==> src/rtl/pcie_rx_tag_ring.sv <==
// pcie_rx_tag_ring: completion-tag tracker for PCIe read completions.
// Each issued read claims a ring slot holding its tag, FIFO base address
// and expected beat count. Completion beats are steered to base + beats
// received, and slots retire strictly in issue order, moving rear_addr.
// Optional completion timeout: define PCIE_TAG_TIMEOUT_EN.
module pcie_rx_tag_ring #(
    parameter int C_PCIE_DATA_WIDTH  = 512,
    parameter int P_FIFO_DEPTH_WIDTH = 4,
    parameter int P_NUM_TAGS_WIDTH   = 2,
    parameter int P_TAG_WIDTH        = 3,
    parameter int P_LEN_WIDTH        = 3,
    parameter int P_TIMEOUT_CYCLES   = 4096
) (
    input  logic                               pcie_user_clk,
    input  logic                               pcie_user_rst_n,
    input  logic                               pcie_tag_alloc,
    input  logic [7:0]                         pcie_alloc_tag,
    input  logic [P_LEN_WIDTH-1:0]             pcie_tag_alloc_len,
    output logic                               pcie_tag_full_n,
    input  logic [7:0]                         cpld_fifo_tag,
    input  logic                               cpld_fifo_wr_en,
    input  logic [C_PCIE_DATA_WIDTH-1:0]       cpld_fifo_wr_data,
    input  logic                               cpld_fifo_tag_last,
    output logic                               fifo_wr_en,
    output logic [P_FIFO_DEPTH_WIDTH-1:0]      fifo_wr_addr,
    output logic [C_PCIE_DATA_WIDTH-1:0]       fifo_wr_data,
    output logic [P_FIFO_DEPTH_WIDTH:0]        rear_full_addr,
    output logic [P_FIFO_DEPTH_WIDTH:0]        rear_addr,
    output logic                               tag_err,
    output logic [1:0]                         tag_err_code
);

    localparam int NUM_SLOTS = 1 << P_NUM_TAGS_WIDTH;
    localparam int SW        = P_NUM_TAGS_WIDTH;
    localparam int AW        = P_FIFO_DEPTH_WIDTH + 1;

    // Ring pointers carry an extra wrap bit to tell full from empty.
    logic [SW:0]                              rear_ptr, front_ptr;
    logic [SW-1:0]                            rear_idx, front_idx;

    logic [NUM_SLOTS-1:0]                     slot_vld, slot_done;
    logic [NUM_SLOTS-1:0][P_TAG_WIDTH-1:0]    slot_tag;
    logic [NUM_SLOTS-1:0][AW-1:0]             slot_base;
    logic [NUM_SLOTS-1:0][P_LEN_WIDTH-1:0]    slot_len, slot_rcvd;

    logic [NUM_SLOTS-1:0]                     hit;
    logic                                     hit_any;
    logic [SW-1:0]                            hit_idx;
    logic [AW-1:0]                            beat_addr;

    logic alloc_fire, beat_ok, beat_ovr, beat_miss, retire_fire, to_fire;

    // Upper tag bits are ignored for matching.
    logic unused_tag_bits;
    assign unused_tag_bits = ^{cpld_fifo_tag[7:P_TAG_WIDTH], pcie_alloc_tag[7:P_TAG_WIDTH]};

    assign rear_idx        = rear_ptr[SW-1:0];
    assign front_idx       = front_ptr[SW-1:0];
    assign pcie_tag_full_n = ~((rear_idx == front_idx) && (rear_ptr[SW] != front_ptr[SW]));
    assign alloc_fire      = pcie_tag_alloc & pcie_tag_full_n;
    assign retire_fire     = slot_vld[front_idx] & slot_done[front_idx];

    genvar gi;
    generate
        for (gi = 0; gi < NUM_SLOTS; gi++) begin : g_hit
            assign hit[gi] = slot_vld[gi] & ~slot_done[gi] &
                             (slot_tag[gi] == cpld_fifo_tag[P_TAG_WIDTH-1:0]);
        end
    endgenerate

    // Lowest matching slot wins if upstream ever duplicates a tag.
    always_comb begin
        hit_any = 1'b0;
        hit_idx = '0;
        for (int i = NUM_SLOTS - 1; i >= 0; i--) begin
            if (hit[i]) begin
                hit_any = 1'b1;
                hit_idx = SW'(i);
            end
        end
    end

    assign beat_addr = slot_base[hit_idx] + AW'(slot_rcvd[hit_idx]);
    assign beat_ok   = cpld_fifo_wr_en & hit_any & (slot_rcvd[hit_idx] < slot_len[hit_idx]);
    assign beat_ovr  = cpld_fifo_wr_en & hit_any & ~(slot_rcvd[hit_idx] < slot_len[hit_idx]);
    assign beat_miss = cpld_fifo_wr_en & ~hit_any;

`ifdef PCIE_TAG_TIMEOUT_EN
    localparam int TW = $clog2(P_TIMEOUT_CYCLES) + 1;
    logic [TW-1:0] to_cnt;

    assign to_fire = slot_vld[front_idx] & ~slot_done[front_idx] &
                     (to_cnt == TW'(P_TIMEOUT_CYCLES - 1));

    // Count cycles the oldest slot has waited; idle or done front resets it.
    always_ff @(posedge pcie_user_clk or negedge pcie_user_rst_n) begin
        if (!pcie_user_rst_n)
            to_cnt <= '0;
        else if (slot_vld[front_idx] && !slot_done[front_idx] && !to_fire)
            to_cnt <= to_cnt + TW'(1);
        else
            to_cnt <= '0;
    end
`else
    assign to_fire = 1'b0;
`endif

    // Slot table: allocate at rear, count accepted beats, retire at front.
    always_ff @(posedge pcie_user_clk or negedge pcie_user_rst_n) begin
        if (!pcie_user_rst_n) begin
            slot_vld  <= '0;
            slot_done <= '0;
            slot_tag  <= '0;
            slot_base <= '0;
            slot_len  <= '0;
            slot_rcvd <= '0;
        end else begin
            for (int i = 0; i < NUM_SLOTS; i++) begin
                // A slot being allocated is invalid, so no other event can touch it.
                if (alloc_fire && rear_idx == SW'(i)) begin
                    slot_vld[i]  <= 1'b1;
                    slot_done[i] <= 1'b0;
                    slot_tag[i]  <= pcie_alloc_tag[P_TAG_WIDTH-1:0];
                    slot_base[i] <= rear_full_addr;
                    slot_len[i]  <= pcie_tag_alloc_len;
                    slot_rcvd[i] <= '0;
                end else begin
                    if (retire_fire && front_idx == SW'(i))
                        slot_vld[i] <= 1'b0;
                    if (beat_ok && hit_idx == SW'(i)) begin
                        slot_rcvd[i] <= slot_rcvd[i] + P_LEN_WIDTH'(1);
                        if (cpld_fifo_tag_last)
                            slot_done[i] <= 1'b1;
                    end
                    if (to_fire && front_idx == SW'(i))
                        slot_done[i] <= 1'b1;
                end
            end
        end
    end

    // Ring pointers and the two consumer-visible FIFO pointers.
    always_ff @(posedge pcie_user_clk or negedge pcie_user_rst_n) begin
        if (!pcie_user_rst_n) begin
            rear_ptr       <= '0;
            front_ptr      <= '0;
            rear_full_addr <= '0;
            rear_addr      <= '0;
        end else begin
            if (alloc_fire) begin
                rear_ptr       <= rear_ptr + (SW+1)'(1);
                rear_full_addr <= rear_full_addr + AW'(pcie_tag_alloc_len);
            end
            if (retire_fire) begin
                front_ptr <= front_ptr + (SW+1)'(1);
                rear_addr <= slot_base[front_idx] + AW'(slot_len[front_idx]);
            end
        end
    end

    // Registered FIFO write port and error pulse; timeout outranks beat errors.
    always_ff @(posedge pcie_user_clk or negedge pcie_user_rst_n) begin
        if (!pcie_user_rst_n) begin
            fifo_wr_en   <= 1'b0;
            fifo_wr_addr <= '0;
            fifo_wr_data <= '0;
            tag_err      <= 1'b0;
            tag_err_code <= 2'b00;
        end else begin
            fifo_wr_en <= beat_ok;
            if (beat_ok) begin
                fifo_wr_addr <= beat_addr[AW-2:0];
                fifo_wr_data <= cpld_fifo_wr_data;
            end
            tag_err <= to_fire | beat_miss | beat_ovr;
            if (to_fire)
                tag_err_code <= 2'b11;
            else if (beat_miss)
                tag_err_code <= 2'b01;
            else if (beat_ovr)
                tag_err_code <= 2'b10;
            else
                tag_err_code <= 2'b00;
        end
    end

endmodule

==> config.mk <==
export PLATFORM = sky130hd
export DESIGN_NAME = pcie_rx_tag_ring
export DESIGN_NICKNAME = d
export VERILOG_FILES = /design/src/rtl/pcie_rx_tag_ring.sv
export SDC_FILE = /design/constraint.sdc
export NUM_CORES = 1
export LEC_CHECK = 0
export ABC_CLOCK_PERIOD_IN_PS = 7900
export BUFFER_PORTS_ARGS = -buffer_cell sky130_fd_sc_hd__buf_2
export CORE_AREA = 5 5 413 415
export DETAILED_ROUTE_END_ITERATION = 8
export DIE_AREA = 0 0 418 420
export HOLD_SLACK_MARGIN = 0.02
export PLACE_DENSITY_LB_ADDON = 0.1
export SYNTH_ARGS = -nofsm -noshare
export SYNTH_HDL_FRONTEND = slang
export SYNTH_SLANG_ARGS = --single-unit
==> constraint.sdc <==
create_clock -name pcie_user_clk -period 7.9 [get_ports pcie_user_clk]
set_input_delay 0.79 -clock pcie_user_clk [delete_from_list [all_inputs] [get_ports pcie_user_clk]]
set_output_delay 0.79 -clock pcie_user_clk [all_outputs]
set_load 0.005 [all_outputs]
* Word-level counts from Yosys, hierarchy flattened *
Cells that the tools add are included.

word-level totals
  register bits after elaboration = 600
  input bits = 536
  output and inout port bits = 531

operators by class
  add/subtract/negate cells = 9
  $lt $le $gt $ge = 3
  equality and inequality tests = 15
  mux-type cells = 49
  bitwise gates (word level) = 22
  reduce and logical (&&, ||, !) cells = 32

operators by type and width
  operator                                                     number
  2-to-1 mux 3 bit                                             11
  nonzero test 2 bit                                           12
  2-to-1 mux 1 bit                                             23
  binary-select mux 5 bit (select 2 bit)                       2
  adder 3 x 1 -> 3 bit (second input constant)                 6
  binary-select mux 3 bit (select 2 bit)                       3
  bitwise AND 1 bit                                            14
  logical AND 1 bit                                            13
  equality test 2 bit (second input constant)                  6
  equality test 3 bit                                          4
  2-to-1 mux 2 bit                                             6
  adder 5 x 3 -> 5 bit                                         2
  AND reduction 2 bit                                          4
  NOT 1 bit                                                    7
  equality test 2 x 1 -> 1 bit (second input constant)         3
  zero test 2 bit                                              3
  less-than comparator 2 x 3 -> 1 bit (second input constant)  2
  2-to-1 mux 5 bit                                             1
  adder 4 x 3 -> 4 bit                                         1
  binary-select mux 1 bit (select 2 bit)                       2
  2-to-1 mux 4 bit                                             1
  less-than comparator 3 bit                                   1
  equality test 2 bit                                          1
  inequality test 1 bit                                        1
  OR 1 bit                                                     1

* Longest topological paths before layout *
  depth after elaboration = 14
  gate-level depth with buffers = 19
  depth with buffers taken out = 14

* Worst setup path before layout *
Ideal clock, no wire load.

  kind = in2reg
  start = in cpld_fifo_tag[1]
  end = reg fifo_wr_data[396]
  setup time = 0.065 ns
  data arrival time = 3.742 ns
  data required time = 7.835 ns
  path slack = 4.094 ns
  stages = 16
  path buffers = 4
  cell sequence = xor2_1 > or4_1 > buf_2 > a31oi_1 > clkbuf_1 > nor2_1 > nor4_1 > ha_1 > nor3_1 > o21a_1 > nor2_4 > inv_2 > buf_2 > clkbuf_1 > nand2_1 > nand2_1

between the ends
  word-level cells in the longest chain between the ends = 10

ends and longest elaborated chain
  what                                    line  source
  from (decl)                             20    input logic [7:0] cpld_fifo_tag,
  equality test 3 bit                     67    (slot_tag[gi] == cpld_fifo_tag[P_TAG_WIDTH-1:0]);
  bitwise AND 1 bit                       66    assign hit[gi] = slot_vld[gi] & ~slot_done[gi] &
  2-to-1 mux 2 bit (4 in a row)           76    if (hit[i]) begin
  binary-select mux 3 bit (select 2 bit)  84    assign beat_ok = cpld_fifo_wr_en & hit_any & (slot_rcvd[hit_idx] < slot_len[hit_idx]);
  2-to-1 mux 3 bit (not written as such)  84
  less-than comparator 3 bit              84
  bitwise AND 1 bit (*)                   84
  to (signal assigned)                    173   fifo_wr_data <= cpld_fifo_wr_data;
  to (decl)                               26    output logic [C_PCIE_DATA_WIDTH-1:0] fifo_wr_data,

Mark *: on every way between the ends. The rest lies on a longest branch, timed or not. The select of a mux whose other input is x is not followed.
A chain may end at the register's enable or synchronous reset.

* Worst setup path in the final report *
  start = reg slot_done[3]
  end = reg fifo_wr_data[14]

between the ends
  word-level cells in the longest chain between the ends = 11

ends and longest elaborated chain
  what                                    line  source
  from (decl)                             41    logic [NUM_SLOTS-1:0] slot_vld, slot_done;
  from (signal assigned)                  112   slot_done <= '0;
  from (signal, indexed assignment)       122   slot_done[i] <= 1'b0;
  from (signal, indexed assignment)       133   slot_done[i] <= 1'b1;
  NOT 1 bit (*)                           66
  bitwise AND 1 bit (*) (2 in a row)      66
  2-to-1 mux 2 bit (4 in a row)           76
  binary-select mux 3 bit (select 2 bit)  84
  2-to-1 mux 3 bit (not written as such)  84
  less-than comparator 3 bit              84
  bitwise AND 1 bit (*)                   84

Marks and branches as above.

==> impl_metrics.toml <==
[run_status]
outcome = "completed"

[clocking]
htreeDepth = 3
cts.sinks = 600
ctsResizeCount = 0
cts_buffer_depth = 3
cts-hold-fix-buffers = 1
clkTransAtPathRegs_ps = 60
insertion_delay_ps = 680
cts_tree = "done"
numCtsBuffers = 84
post_cts_buffers = 0
cts-root-buf = "clkbuf_16"

[final_layout]
seq_area_sq_mm = 0.0150
nFillCells = 18800
instances_no_fill = 5941
multiInputGateArea_sq_mm = 0.00802
areaGrowthSynthToFinish_pct = 43.0
final_layout_size_suffix_gt1_frac = 0.332
finish.instance_area_sq_mm = 0.0342
nets = 4216

[detailed_routing]
first_iter_violations = 1166
routed_wirelength_mm = 120
drc_errors = 0
drtPass1Iterations = 5
drtAntennaViolNets = 0
num_vias = 21200
wire_per_inst_microns = 20.2
viasPerCell = 3.56

[synth]
yosys.area.top_type = "dfrtp_1"
yosysWarnings = 0
synth_nets = 3183
syn-cell-area_sq_mm = 0.0239
yosysSeqAreaShare = 0.628
synthTopCellsByArea = "dfrtp_1 (63%), nand2_1 (26%), buf_4 (1.8%), ha_1 (1.2%), buf_2 (0.96%)"
async_flop_share = 1.00
synth-seq-cells = 600
avgSynthCellArea_sq_um = 9.12
synth_ff_type = "dfrtp_1"
ys_types = 51
synth-edff-count = 0
synth_top_area_share = 0.628
synth_cells = 2621

[grt]
antenna_found_initial = 60
grt_usage = 0.130
grt_pass1_vias = 21700
grt_max_degree = 183
grt_pass1_wl_mm = 166
grt_overflow = 0

[placed_design]
port_buffers = 1056
place_hpwl_mm = 89.6
gp_congestion = 0.760
placedCellCount = 5771
placed_cell_area_sq_mm = 0.0315

[sta]
setup_viol = 0
period_share = 0.634
final-max-slew-violation-count = 0
max-slew-margin-rel = 0.338
fin_worst_skew_ps = 27.5
min_period_ps = 5010
rsz0062_at_grt = "no"
tightest_slew_ps = 994
clock.fmax_mhz = 200
hold_viol = 0
final.setup.tns_ps = 0

[worst_setup_path]
startpoint_type = "flip-flop"
crit_fanout = 182
crit_arrival_ps = 5620
worst_setup_path_end_kind = "flip-flop"
path_class = "flip-flop to flip-flop"
cp.required_ps = 8510

[floorplan]
die_y_microns = 420
die_area_sq_mm = 0.176
die_w_microns = 418
initial_utilization = 0.144
rows = 150
ioPinCount = 1067
core_area_sq_mm = 0.166

[worst_hold_path]
worstHoldPathType = "input pin to flip-flop"

[power]
peakVddDrop_mv = 0.439
p_leak_nw = 18.8
power_density_mw_per_mm2 = 502

[job]
drv_cap = 0
## power by group
part | switching (mW) | total (mW) | internal, mW | leakage (nW)
Sequential | 0.788 | 5.44 | 4.65 | 7.49
Clock | 1.57 | 3.77 | 2.21 | 1.31
Combinational | 5.27 | 7.96 | 2.69 | 10.0
## cell type report
class	count	share of cell area
repair buffers	1081	0.163
clock inverters	21	0.00684
multi-input cells	1865	0.234
well taps	2204	0.0806
flip-flops and latches	600	0.439
inverters	22	0.00263
diodes	22	0.00161
clock buffers	126	0.0714
## logic make-up (layout without fill, tap and decap cells)
family,count (synthesis),after routing,share of synthesized area
AO/OA/AOI/OAI,81,81,0.0208
XOR/XNOR,27,27,0.00989
buffers and inverters,156,1250,0.0366
AND/OR/NAND/NOR,1702,1702,0.273
flip-flops,600,600,0.628
other,0,22,0
adder cells (fa/ha/maj),26,26,0.0145
multiplexers,29,29,0.0174
## layer usage
metal | vias up | track usage | routed length [microns]
met5 | - | 0 | 157
li1 | 10200 | - | -
met1 | 10000 | 0.150 | 47500
met3 | 217 | 0.0476 | 9630
met2 | 744 | 0.220 | 58900
met4 | 26 | 0.0462 | 3640
## cells in the mapped netlist (4+ instances only)
library cell	n
or3_1	5
xor2_1	10
clkbuf_1	25
nor2_1	20
dfrtp_1	600
nand2_1	1632
buf_4	58
xnor2_1	17
mux2_2	20
nor2b_1	7
nand3_1	8
a21oi_1	15
inv_1	21
ha_1	23
mux4_2	8
nor3_1	4
nand4_1	6
a31oi_1	5
o21ai_0	34
nor4_1	4
buf_2	46
## final timing paths
check | slack [ps] | startpoint | end | cells past startpoint
min reg2reg | 460 | fifo_wr_data[486] | fifo_wr_data[486] | 2
min | 300 | cpld_fifo_wr_data[36] | fifo_wr_data[36] | 3
min in group asynchronous | 670 | pcie_user_rst_n | fifo_wr_data[148] | 2
max in group asynchronous | 5440 | pcie_user_rst_n | fifo_wr_data[24] | 4
max | 2890 | slot_done[3] | fifo_wr_data[14] | 13
max reg2reg | 2890 | slot_done[3] | fifo_wr_data[14] | 13
## through the flow
step           hold slack [ps]  power (mW)  utilization  worst slack (ps)
6_report                   297        17.2        0.206              2890
5_1_grt                    231        18.8        0.206              2440
4_1_cts                    196        17.7        0.205              2720
3_5_place_dp               456        13.8        0.189              2220
3_3_place_gp               455        13.8        0.189              2190
2_1_floorplan              441        10.2            -              4090
## worst max-delay path: stages (launching register included)
cell      delay, ps
dfrtp_1         400
nand2b_1        150
or4_1           680
nor4_1          670
a222oi_1        280
o21ai_0         300
ha_1            300
nor2_1           60
o21a_1          210
nor2_4          190
buf_4           540
buf_12          680
nand2_1         150
nand2_1         100
## registers in the layout, indices dropped and copies added, names as in the netlist, 2 cells and up
name	flops
front_ptr	3
fifo_wr_addr	4
fifo_wr_data	512
rear_ptr	3
slot_rcvd	12
slot_done	4
slot_tag	12
tag_err_code	2
rear_full_addr	5
slot_len	12
slot_base	20
slot_vld	4
rear_addr	5
## cells in the final DEF, fill, tap and decap left out, drive strengths merged, types with 2 or more instances in the layout
| cell | count |
|---|---|
| a21boi | 5 |
| a21o | 2 |
| a21oi | 15 |
| a222oi | 2 |
| a31o | 2 |
| a31oi | 5 |
| and3 | 3 |
| and4 | 3 |
| buf | 1080 |
| bufinv | 2 |
| clkbuf | 126 |
| clkinv | 9 |
| clkinvlp | 3 |
| dfrtp | 600 |
| diode | 22 |
| fa | 3 |
| ha | 23 |
| inv | 29 |
| mux2 | 20 |
| mux4 | 8 |
| nand2 | 1632 |
| nand2b | 3 |
| nand3 | 8 |
| nand4 | 6 |
| nor2 | 21 |
| nor2b | 7 |
| nor3 | 5 |
| nor4 | 4 |
| o211ai | 2 |
| o21ai | 34 |
| o221ai | 3 |
| o22a | 3 |
| o22ai | 2 |
| or3 | 5 |
| or4 | 2 |
| xnor2 | 17 |
| xor2 | 10 |
Power figures use the tool's default switching activity.
